==> src/rtl/acc_rr_arbiter.sv <==
// ----------------------------------------------------------------------------
// acc_rr_arbiter
// Shares one accelerator Q/P bus pair between NumReq requesters.
//  - Q side: round-robin arbitration with the grant held while a request
//    is presented downstream but not yet accepted.
//  - P side: one-entry response register steered back by req_id; responses
//    whose req_id does not name a requester are dropped and flagged.
// ----------------------------------------------------------------------------
module acc_rr_arbiter #(
   parameter int unsigned NumReq       = 4,
   parameter int unsigned DataWidth    = 32,
   parameter int unsigned AccAddrWidth = 5,
   parameter int unsigned IdWidth      = 2
) (
   input  logic                    clk_i,
   input  logic                    rst_ni,
   // requester-side Q channel
   input  logic [AccAddrWidth-1:0] slv_q_addr_i      [NumReq],
   input  logic [31:0]             slv_q_data_op_i   [NumReq],
   input  logic [DataWidth-1:0]    slv_q_data_arga_i [NumReq],
   input  logic [DataWidth-1:0]    slv_q_data_argb_i [NumReq],
   input  logic [DataWidth-1:0]    slv_q_data_argc_i [NumReq],
   input  logic [4:0]              slv_q_rd_id_i     [NumReq],
   input  logic [NumReq-1:0]       slv_q_valid_i,
   output logic [NumReq-1:0]       slv_q_ready_o,
   // requester-side P channel
   output logic [DataWidth-1:0]    slv_p_data_o      [NumReq],
   output logic [4:0]              slv_p_rd_id_o     [NumReq],
   output logic [NumReq-1:0]       slv_p_error_o,
   output logic [NumReq-1:0]       slv_p_valid_o,
   input  logic [NumReq-1:0]       slv_p_ready_i,
   // accelerator-side Q channel
   output logic [AccAddrWidth-1:0] mst_q_addr_o,
   output logic [31:0]             mst_q_data_op_o,
   output logic [DataWidth-1:0]    mst_q_data_arga_o,
   output logic [DataWidth-1:0]    mst_q_data_argb_o,
   output logic [DataWidth-1:0]    mst_q_data_argc_o,
   output logic [4:0]              mst_q_rd_id_o,
   output logic [IdWidth-1:0]      mst_q_req_id_o,
   output logic                    mst_q_valid_o,
   input  logic                    mst_q_ready_i,
   // accelerator-side P channel
   input  logic [DataWidth-1:0]    mst_p_data_i,
   input  logic [4:0]              mst_p_rd_id_i,
   input  logic                    mst_p_error_i,
   input  logic [IdWidth-1:0]      mst_p_req_id_i,
   input  logic                    mst_p_valid_i,
   output logic                    mst_p_ready_o,
   // dropped-response indication
   output logic                    route_err_o
);

   localparam int unsigned PtrW = $clog2(NumReq);

   typedef enum logic {
      ST_UNLOCKED = 1'b0,
      ST_LOCKED   = 1'b1
   } lock_state_e;

   // Q-side state
   lock_state_e         r_state;
   logic [PtrW-1:0]     r_rr_ptr;
   logic [PtrW-1:0]     r_locked_idx;

   // Q-side combinational
   logic [PtrW-1:0]     w_hi_idx;
   logic [PtrW-1:0]     w_lo_idx;
   logic                w_hi_found;
   logic                w_lo_found;
   logic [PtrW-1:0]     w_rr_winner;
   logic [PtrW-1:0]     w_winner;
   logic [NumReq-1:0]   w_grant_oh;
   logic                w_q_valid;
   logic                w_q_hs;

   // P-side state
   logic                r_p_full;
   logic [PtrW-1:0]     r_p_id;
   logic [DataWidth-1:0] r_p_data;
   logic [4:0]          r_p_rd;
   logic                r_p_err;
   logic                r_route_err;

   // P-side combinational
   logic [NumReq-1:0]   w_p_oh;
   logic                w_buf_rdy;
   logic                w_p_acc;
   logic [31:0]         w_p_id_ext;
   logic                w_p_id_bad;

   // Round-robin search: first valid at or above the pointer, else first valid overall
   always_comb begin
      w_hi_idx   = {PtrW{1'b0}};
      w_lo_idx   = {PtrW{1'b0}};
      w_hi_found = 1'b0;
      w_lo_found = 1'b0;
      for (int i = 0; i < int'(NumReq); i++) begin
         w_hi_idx   = (slv_q_valid_i[i] && (PtrW'(i) >= r_rr_ptr) && !w_hi_found) ? PtrW'(i) : w_hi_idx;
         w_hi_found = w_hi_found | (slv_q_valid_i[i] & (PtrW'(i) >= r_rr_ptr));
         w_lo_idx   = (slv_q_valid_i[i] && !w_lo_found) ? PtrW'(i) : w_lo_idx;
         w_lo_found = w_lo_found | slv_q_valid_i[i];
      end
      w_rr_winner = w_hi_found ? w_hi_idx : (w_lo_found ? w_lo_idx : r_rr_ptr);
      w_winner    = (r_state == ST_LOCKED) ? r_locked_idx : w_rr_winner;
   end

   // Steer the winner's request downstream through a one-hot AND-OR mux
   always_comb begin
      mst_q_addr_o      = {AccAddrWidth{1'b0}};
      mst_q_data_op_o   = 32'h0000_0000;
      mst_q_data_arga_o = {DataWidth{1'b0}};
      mst_q_data_argb_o = {DataWidth{1'b0}};
      mst_q_data_argc_o = {DataWidth{1'b0}};
      mst_q_rd_id_o     = 5'b00000;
      w_grant_oh        = {NumReq{1'b0}};
      for (int i = 0; i < int'(NumReq); i++) begin
         w_grant_oh[i]     = (w_winner == PtrW'(i));
         mst_q_addr_o      = mst_q_addr_o      | (slv_q_addr_i[i]      & {AccAddrWidth{w_grant_oh[i]}});
         mst_q_data_op_o   = mst_q_data_op_o   | (slv_q_data_op_i[i]   & {32{w_grant_oh[i]}});
         mst_q_data_arga_o = mst_q_data_arga_o | (slv_q_data_arga_i[i] & {DataWidth{w_grant_oh[i]}});
         mst_q_data_argb_o = mst_q_data_argb_o | (slv_q_data_argb_i[i] & {DataWidth{w_grant_oh[i]}});
         mst_q_data_argc_o = mst_q_data_argc_o | (slv_q_data_argc_i[i] & {DataWidth{w_grant_oh[i]}});
         mst_q_rd_id_o     = mst_q_rd_id_o     | (slv_q_rd_id_i[i]     & {5{w_grant_oh[i]}});
      end
      w_q_valid      = |(slv_q_valid_i & w_grant_oh);
      w_q_hs         = w_q_valid & mst_q_ready_i;
      mst_q_req_id_o = IdWidth'(w_winner);
      // Handshake outputs are forced idle while reset is asserted
      mst_q_valid_o  = w_q_valid & rst_ni;
      slv_q_ready_o  = w_grant_oh & {NumReq{mst_q_ready_i & rst_ni}};
   end

   // Lock FSM and round-robin pointer: hold the grant until the pending request is accepted
   always_ff @(posedge clk_i or negedge rst_ni) begin
      if (!rst_ni) begin
         r_state      <= ST_UNLOCKED;
         r_locked_idx <= {PtrW{1'b0}};
         r_rr_ptr     <= {PtrW{1'b0}};
      end else begin
         if (w_q_hs) begin
            r_rr_ptr <= (w_winner == PtrW'(NumReq - 1)) ? {PtrW{1'b0}} : (w_winner + PtrW'(1'b1));
         end else begin
            r_rr_ptr <= r_rr_ptr;
         end
         case (r_state)
            ST_UNLOCKED: begin
               if (w_q_valid && !mst_q_ready_i) begin
                  r_state      <= ST_LOCKED;
                  r_locked_idx <= w_winner;
               end else begin
                  r_state <= ST_UNLOCKED;
               end
            end
            ST_LOCKED: begin
               // A requester dropping valid here does not release the lock
               if (w_q_hs) begin
                  r_state <= ST_UNLOCKED;
               end else begin
                  r_state <= ST_LOCKED;
               end
            end
            default: begin
               r_state <= ST_UNLOCKED;
            end
         endcase
      end
   end

   // Response routing: target select, accept condition and out-of-range id detection
   always_comb begin
      w_p_oh = {NumReq{1'b0}};
      for (int i = 0; i < int'(NumReq); i++) begin
         w_p_oh[i]        = (r_p_id == PtrW'(i));
         slv_p_data_o[i]  = r_p_data;
         slv_p_rd_id_o[i] = r_p_rd;
      end
      slv_p_error_o = {NumReq{r_p_err}};
      slv_p_valid_o = w_p_oh & {NumReq{r_p_full}};
      w_buf_rdy     = |(slv_p_ready_i & w_p_oh);
      mst_p_ready_o = ~r_p_full | w_buf_rdy;
      w_p_acc       = mst_p_valid_i & mst_p_ready_o;
      w_p_id_ext    = 32'(mst_p_req_id_i);
      w_p_id_bad    = (w_p_id_ext >= 32'(NumReq));
      route_err_o   = r_route_err;
   end

   // One-entry response register: capture, retire, and flag dropped responses
   always_ff @(posedge clk_i or negedge rst_ni) begin
      if (!rst_ni) begin
         r_p_full    <= 1'b0;
         r_p_id      <= {PtrW{1'b0}};
         r_p_data    <= {DataWidth{1'b0}};
         r_p_rd      <= 5'b00000;
         r_p_err     <= 1'b0;
         r_route_err <= 1'b0;
      end else begin
         r_route_err <= w_p_acc & w_p_id_bad;
         if (w_p_acc && !w_p_id_bad) begin
            // Covers back-to-back: a retiring entry is replaced in the same cycle
            r_p_full <= 1'b1;
            r_p_id   <= mst_p_req_id_i[PtrW-1:0];
            r_p_data <= mst_p_data_i;
            r_p_rd   <= mst_p_rd_id_i;
            r_p_err  <= mst_p_error_i;
         end else if (r_p_full && w_buf_rdy) begin
            r_p_full <= 1'b0;
         end else begin
            r_p_full <= r_p_full;
         end
      end
   end

endmodule
==> config.mk <==
export PLATFORM = sky130hd
export DESIGN_NAME = acc_rr_arbiter
export DESIGN_NICKNAME = d
export VERILOG_FILES = /design/src/rtl/acc_rr_arbiter.sv
export SDC_FILE = /design/constraint.sdc
export NUM_CORES = 1
export LEC_CHECK = 0
export ABC_AREA = 1
export CELL_PAD_IN_SITES_DETAIL_PLACEMENT = 2
export CELL_PAD_IN_SITES_GLOBAL_PLACEMENT = 2
export CORE_AREA = 3 3 349 351
export DETAILED_ROUTE_END_ITERATION = 6
export DIE_AREA = 0 0 352 354
export GPL_ROUTABILITY_DRIVEN = 1
export PLACE_DENSITY_LB_ADDON = 0.1
export SYNTH_ARGS = -nofsm -noshare
export SYNTH_HDL_FRONTEND = slang
export SYNTH_SLANG_ARGS = --single-unit
==> constraint.sdc <==
create_clock -name clk_i -period 6 [get_ports clk_i]
set_clock_uncertainty 0.05 [all_clocks]
set_input_delay 1.5 -clock clk_i [delete_from_list [all_inputs] [get_ports clk_i]]
set_output_delay 1.5 -clock clk_i [all_outputs]
set_load 0.02 [all_outputs]
Yosys cells after proc, flatten, opt, wreduce, memory -nomap -nowiden

Cells that the tools add are included.

Input port bits: 604
Output and inout bits: 303
Word-level logic and storage cells: 121
Bits in registers: 46

Multiplexer cells: 15
$lt $le $gt $ge: 4
$add $sub $neg: 1
Equal/unequal tests: 6
Bitwise gates (word level): 63
Reduce and logical (&&, ||, !) cells: 24

Operators with widths:

| kind                  | number |
|---|---|
| $and A32 B32 Y32      | 16 |
| $or A32 B32 Y32       | 12 |
| $and A5 B5 Y5         | 8 |
| $or A5 B5 Y5          | 6 |
| $and A4 B4 Y4         | 4 |
| $mux W2               | 8 |
| $logic_and A1 B1 Y1   | 11 |
| $and A1 B1 Y1         | 8 |
| $eq A2 B2 Y1 const B  | 4 |
| $reduce_or A4 Y1      | 2 |
| $logic_not A1 Y1      | 7 |
| $or A1 B1 Y1          | 7 |
| $mux W1               | 6 |
| $eq A2 B1 Y1 const B  | 2 |
| $ge A1 B2 Y1 const A  | 2 |
| $ge A2 B2 Y1 const A  | 2 |
| $logic_not A2 Y1      | 2 |
| $add A2 B1 Y2 const B | 1 |
| $not A1 Y1            | 2 |
| $pmux W1 S2           | 1 |
| $reduce_and A2 Y1     | 1 |
| $reduce_bool A2 Y1    | 1 |

Depth between registers and ports, before layout

Depth in word-level cells: 15
Depth in mapped cells: 16
Gate-level depth less buffers: 15

Least setup slack after synthesis

No wires, ideal clock.

Path type: input to output
Start: input port slv_q_valid_i[0]
End: output port mst_q_data_argb_o[17]
Buffers on the path: 3
Setup slack: 1.209 ns
Arrival: 3.241 ns
Data required time: 4.450 ns
Cell stages on the path: 13
Cell sequence: nor2_1 > nand3b_1 > nand2_1 > nand2_1 > nand2_1 > nand2_1 > inv_1 > ha_1 > clkbuf_1 > clkbuf_1 > clkbuf_1 > nand2_1 > nand4_1

Cells in the longest elaborated chain, start to end: 13
Elaborated cells between the ends (all ways): 39
Those cells by class: eq/ne: 3; mux: 9; bitwise: 14; reduce/logical: 13

Ends and longest elaborated chain:

| what                                             | RTL line | RTL |
|---|---|---|
| from (decl)                                      | 24       | `input logic [NumReq-1:0] slv_q_valid_i,` |
| $logic_not A1 Y1 (tied with other cells)         | 100      | `w_lo_idx = (slv_q_valid_i[i] && !w_lo_found) ? PtrW'(i) : w_lo_idx;` |
| $logic_and A1 B1 Y1 (tied with other cells)      | 100      |  |
| $mux W1 (tied with other cells)                  | 100      |  |
| $mux W2 (tied with other cells) (2 in series)    | 100      |  |
| $mux W2 (on tied branches)                       | 103, 98  |  |
| $mux W2 (*)                                      | 103      | `w_rr_winner = w_hi_found ? w_hi_idx : (w_lo_found ? w_lo_idx : r_rr_ptr);` |
| $mux W2 (*)                                      | 104      | `w_winner = (r_state == ST_LOCKED) ? r_locked_idx : w_rr_winner;` |
| net mst_q_req_id_o[0]                            | 39       | `output logic [IdWidth-1:0] mst_q_req_id_o,` |
| $eq A2 B1 Y1 or $logic_not A2 Y1 (tied branches) | 117      | `w_grant_oh[i] = (w_winner == PtrW'(i));` |
| $and A32 B32 Y32                                 | 121      | `mst_q_data_argb_o = mst_q_data_argb_o \| (slv_q_data_argb_i[i] & {DataWidth{w_grant_oh[i]}});` |
| $or A32 B32 Y32 (2 in series)                    | 121      |  |
| $or A32 B32 Y32 (*)                              | 121      |  |
| to (decl)                                        | 36       | `output logic [DataWidth-1:0] mst_q_data_argb_o,` |

Mark *: on every way through the listed nets, which the timed path passes. The rest lies on a longest branch.

Final worst setup path

Start: input port slv_q_valid_i[2]
End: output port mst_q_data_argc_o[26]

Cells in the longest elaborated chain, start to end: 12
Elaborated cells between the ends (all ways): 30
Those cells by class: eq/ne: 3; mux: 7; bitwise: 12; reduce/logical: 8

Ends and longest elaborated chain:

| what                                                    | RTL line | RTL |
|---|---|---|
| $or A1 B1 Y1 or $and A1 B1 Y1 (tied branches)           | 101, 99  |  |
| $logic_not A1 Y1 or $or A1 B1 Y1 (tied branches)        | 100, 99  |  |
| $logic_and A1 B1 Y1 or $logic_not A1 Y1 (tied branches) | 100, 98  |  |
| $mux W2 or $logic_and A1 B1 Y1 (tied branches)          | 100, 98  |  |
| $mux W2 (on tied branches)                              | 103, 98  |  |
| $mux W2 (*)                                             | 103      |  |
| $mux W2 (*)                                             | 104      |  |
| $eq A2 B1 Y1 or $logic_not A2 Y1 (tied branches)        | 117      |  |
| $and A32 B32 Y32                                        | 122      | `mst_q_data_argc_o = mst_q_data_argc_o \| (slv_q_data_argc_i[i] & {DataWidth{w_grant_oh[i]}});` |
| $or A32 B32 Y32 (2 in series)                           | 122      |  |
| $or A32 B32 Y32 (*)                                     | 122      |  |
| to (decl)                                               | 37       | `output logic [DataWidth-1:0] mst_q_data_argc_o,` |

Every way passes the cells marked *; elsewhere a longest branch is shown, timed or not.

==> flow_summary_export.csv <==
group,metric,value,unit
clock_network,cts.sinks,46,
setup_path,endpoint_kind,"output pin",
detailed_routing,vias,11000,
detailed_routing,wirelength,86.4,mm
final_layout,instances_no_fill,3543,
sta,min_period,5.78,ns
sta,worst_pin_slew,0.962,ns
power,p_comb_share,89.4,%
setup_path,slowest_delay,0.62,ns
global_routing,grt_overflow,0,
logic_synthesis,syn_area,0.00619,mm2
placement,portBuffers,905,
placement,dp.cells,3519,
floorplanning,std_cell_rows,127,
sta,fmax,173,MHz
logic_synthesis,yosys.area.top_type,"nand2_1",
floorplanning,core,0.119,mm2
sta,fin_crit_sh,96.3,%
logic_synthesis,synthTopCellsByArea,"nand2_1 40%, dfrtp_1 19%, buf_4 15%",
global_routing,grt_usage,13.3,%
clock_network,cts_buffers,5,
setup_path,crit_path_cell_trace,"clkdlybuf4s50_1 > nor2_1 > nand2_1 > nand2_1 > nand3_1 > a22oi_1 > buf_4 > inv_1 > ha_4 > buf_12 > buf_12 > nand2_1 > nand4_1 > clkdlybuf4s50_1",
placement,dp_slack,0.0513,ns
floorplanning,pin_count,907,
setup_path,crit_path_start,"slv_q_valid_i[2]",
global_routing,antenna_found_initial,48,
detailed_routing,drc,0,
setup_path,path_delay_family,"buffers and inverters",
detailed_routing,viasPerCell,3.11,
sta,relSlewSlack,35.6,%
floorplanning,die_area,0.125,mm2
power,peakVddDrop,0.161,mV
clock_network,clock_latency,0.31,ns
setup_path,critPathSlowestCell,"clkdlybuf4s50_1",
logic_synthesis,seq_area_frac_synth,18.6,%
logic_synthesis,ys_ff_latch,46,
setup_path,cp.arrival,4.23,ns
final_layout,multi_input_area,0.00382,mm2
floorplanning,fp.dieW,352,um
global_routing,grt_pass1_wl,115,mm
floorplanning,start_util,5.18,%
setup_path,criticalPathCategory,"input pin to output pin",
placement,place.gp.congestion,0.837,
final_layout,nets,2524,
sta,fin_ws,0.225,ns
sta,final_max_slew_viol_count,0,
final_layout,fillers,14000,
detailed_routing,ant_nets,0,
floorplanning,die_h,354,um
setup_path,cp.buffers_inverters,6,
detailed_routing,avgRoutedWirePerCell,24.4,um
setup_path,cpMostUsedCell,"nand2_1",
detailed_routing,first_iter_violations,456,
logic_synthesis,syn_avg_cell_area,5.47,um2
clock_network,clockRootBuffer,"clkbuf_16",
power,p_per_area,582,mW/mm2
power,pwr-share-clk,3.8,%
setup_path,crit_path_start_kind,"input pin",
global_routing,grt_pass1_vias,12400,
power,seqPwrFrac,6.8,%
setup_path,required,4.45,ns
power,leakage,6.80,nW
job,maxCapViolCount,0,
final_layout,postLayoutCoreUtil,14.6,%
clock_network,cts.htree.levels,2,
logic_synthesis,synth_fp_nets,1740,
min_path,hold_start,"r_locked_idx[1]$_DFFE_PN0P_",
sta,hold_viol_final,0,
clock_network,path_clk_slew,0.07,ns
sta,fin_tns_setup,0,ns
final_layout,final_layout_size_suffix_gt1_share,6.31,%
clock_network,cts_tree,"built",
outcome,status,"finished, final reports clean",
sta,rsz0062_at_grt,"yes",
sta,setup_violations,0,
min_path,hp-class,"flop to flop",
setup_path,r2r_start,"r_rr_ptr[1]$_DFFE_PN0P_",
logic_synthesis,synth_cell_types,20,
logic_synthesis,synth_top_area_share,39.8,%
final_layout,seq_area,0.00115,mm2
placement,hpwl,76.3,mm
power,intPower,4.60,mW
logic_synthesis,synthCells,1132,
final_layout,syn_to_final_growth,181,%
power,power.switching,5.51,mW
detailed_routing,dr.pass1.iters,5,
setup_path,cp_max_fo,14,
power,switching_share,54.5,%
clock_network,cts_max_path_buffers,2,
logic_synthesis,yosysWarningCount,0,
global_routing,grt_max_degree,48,
sta,hold_slack,0.469,ns
## stage by stage
stage | total power, mW | area, um2
after global placement | 10.1 | 17100
after global routing | 10.9 | 17400
after floorplan | 4.71 | 6190
after CTS | 10.6 | 17300
final | 10.1 | 17400
after detailed placement | 10.2 | 17100
## worst min-delay path, cell delays in order (launching register included)
cell     delay [ns]
dfrtp_1        0.35
o21ai_0        0.08
nand2_1        0.06
## placed cells by master, fill, tap and decap left out, types with 4 or more instances in the layout
cell type / n
buf_12: 49
nor3_1: 4
buf_4: 56
dfrtp_1: 46
inv_1: 17
nor2_1: 15
nand4_1: 138
nand3_1: 48
diode_2: 14
ha_4: 4
dlymetal6s2s_1: 31
clkbuf_16: 5
clkdlybuf4s50_1: 830
o21ai_0: 5
nand2_1: 656
## cell usage after synthesis (all sizes together)
cell type    n
inv         17
dfrtp       46
nor2        15
nor3         4
nand3       48
buf        155
nand2      657
nand4      139
a21oi        2
ha           4
o21ai        6
conb         1
a22oi        1
nand3b       1
clkbuf      36
## worst paths after layout
kind / slack (ns) / endpoint / cells after the start
hold / removal: 0.47 / r_locked_idx[1]$_DFFE_PN0P_ / 2
max in group asynchronous: 4.14 / r_p_data[7]$_DFFE_PN0P_ / 2
min in group asynchronous: 1.29 / r_rr_ptr[1]$_DFFE_PN0P_ / 2
setup reg to reg: 3.16 / r_rr_ptr[0]$_DFFE_PN0P_ / 16
hold reg to reg: 0.47 / r_locked_idx[1]$_DFFE_PN0P_ / 2
setup / recovery: 0.22 / mst_q_data_argc_o[26] / 14
## layer usage
| metal | vias up | routed length (um) | part of all wire [%] | track usage, % |
|---|---|---|---|---|
| li1 | 5125 | - | - | - |
| met1 | 5325 | 32800 | 38 | 14.3 |
| met2 | 477 | 46700 | 54 | 26.0 |
| met3 | 79 | 6010 | 7.0 | 4.24 |
| met4 | 30 | 698 | 0.81 | 1.00 |
| met5 | - | 199 | 0.23 | 0 |
## registers in the layout, indices dropped and copies added, names as in the netlist, named ones only
signal and flops:
r_rr_ptr 2, r_p_full 1, r_p_err 1, r_p_id 2, r_p_rd 5, r_p_data 32, r_locked_idx 2
## layout make-up
type | count | share of cell area (%)
repair buffers | 968 | 58.1
inverters | 17 | 0.367
multi-input cells | 878 | 22.0
clock buffers | 5 | 0.720
flip-flops and latches | 46 | 6.62
well taps | 1612 | 11.6
diodes | 14 | 0.201
clock inverters | 3 | 0.396
## what timing repair did
item | 4_1_cts | 5_1_grt
hold buffers | 0 | 0
resized for setup | 0 | 31
buffers inserted | 0 | 2
setup endpoints to repair | 0 | 33
endpoints found under the hold margin | 0 | 0
## power groups by stage
| stage | clock network (mW) | logic [mW] | registers (mW) |
|---|---|---|---|
| 6_report | 0.384 | 9.04 | 0.692 |
| 5_1_grt | 0.419 | 9.72 | 0.738 |
| 4_1_cts | 0.405 | 9.47 | 0.712 |
| 3_5_place_dp | 0 | 9.44 | 0.713 |
| 3_3_place_gp | 0 | 9.44 | 0.701 |
| 2_1_floorplan | 0 | 3.94 | 0.766 |
## cells by family (layout without fill, tap and decap cells)
family                     count (synthesis)  after routing  synth area share [%]
and+or+nand+nor                          864            864                  59.3
buffers and inverters                    208            993                  20.5
DFF                                       46             46                  18.6
AOI/OAI and AO/OA                          9              9                 0.768
adders and majority gates                  4              4                 0.809
other                                      1             15                0.0606
No activity file was read; power rests on OpenSTA's default activity.
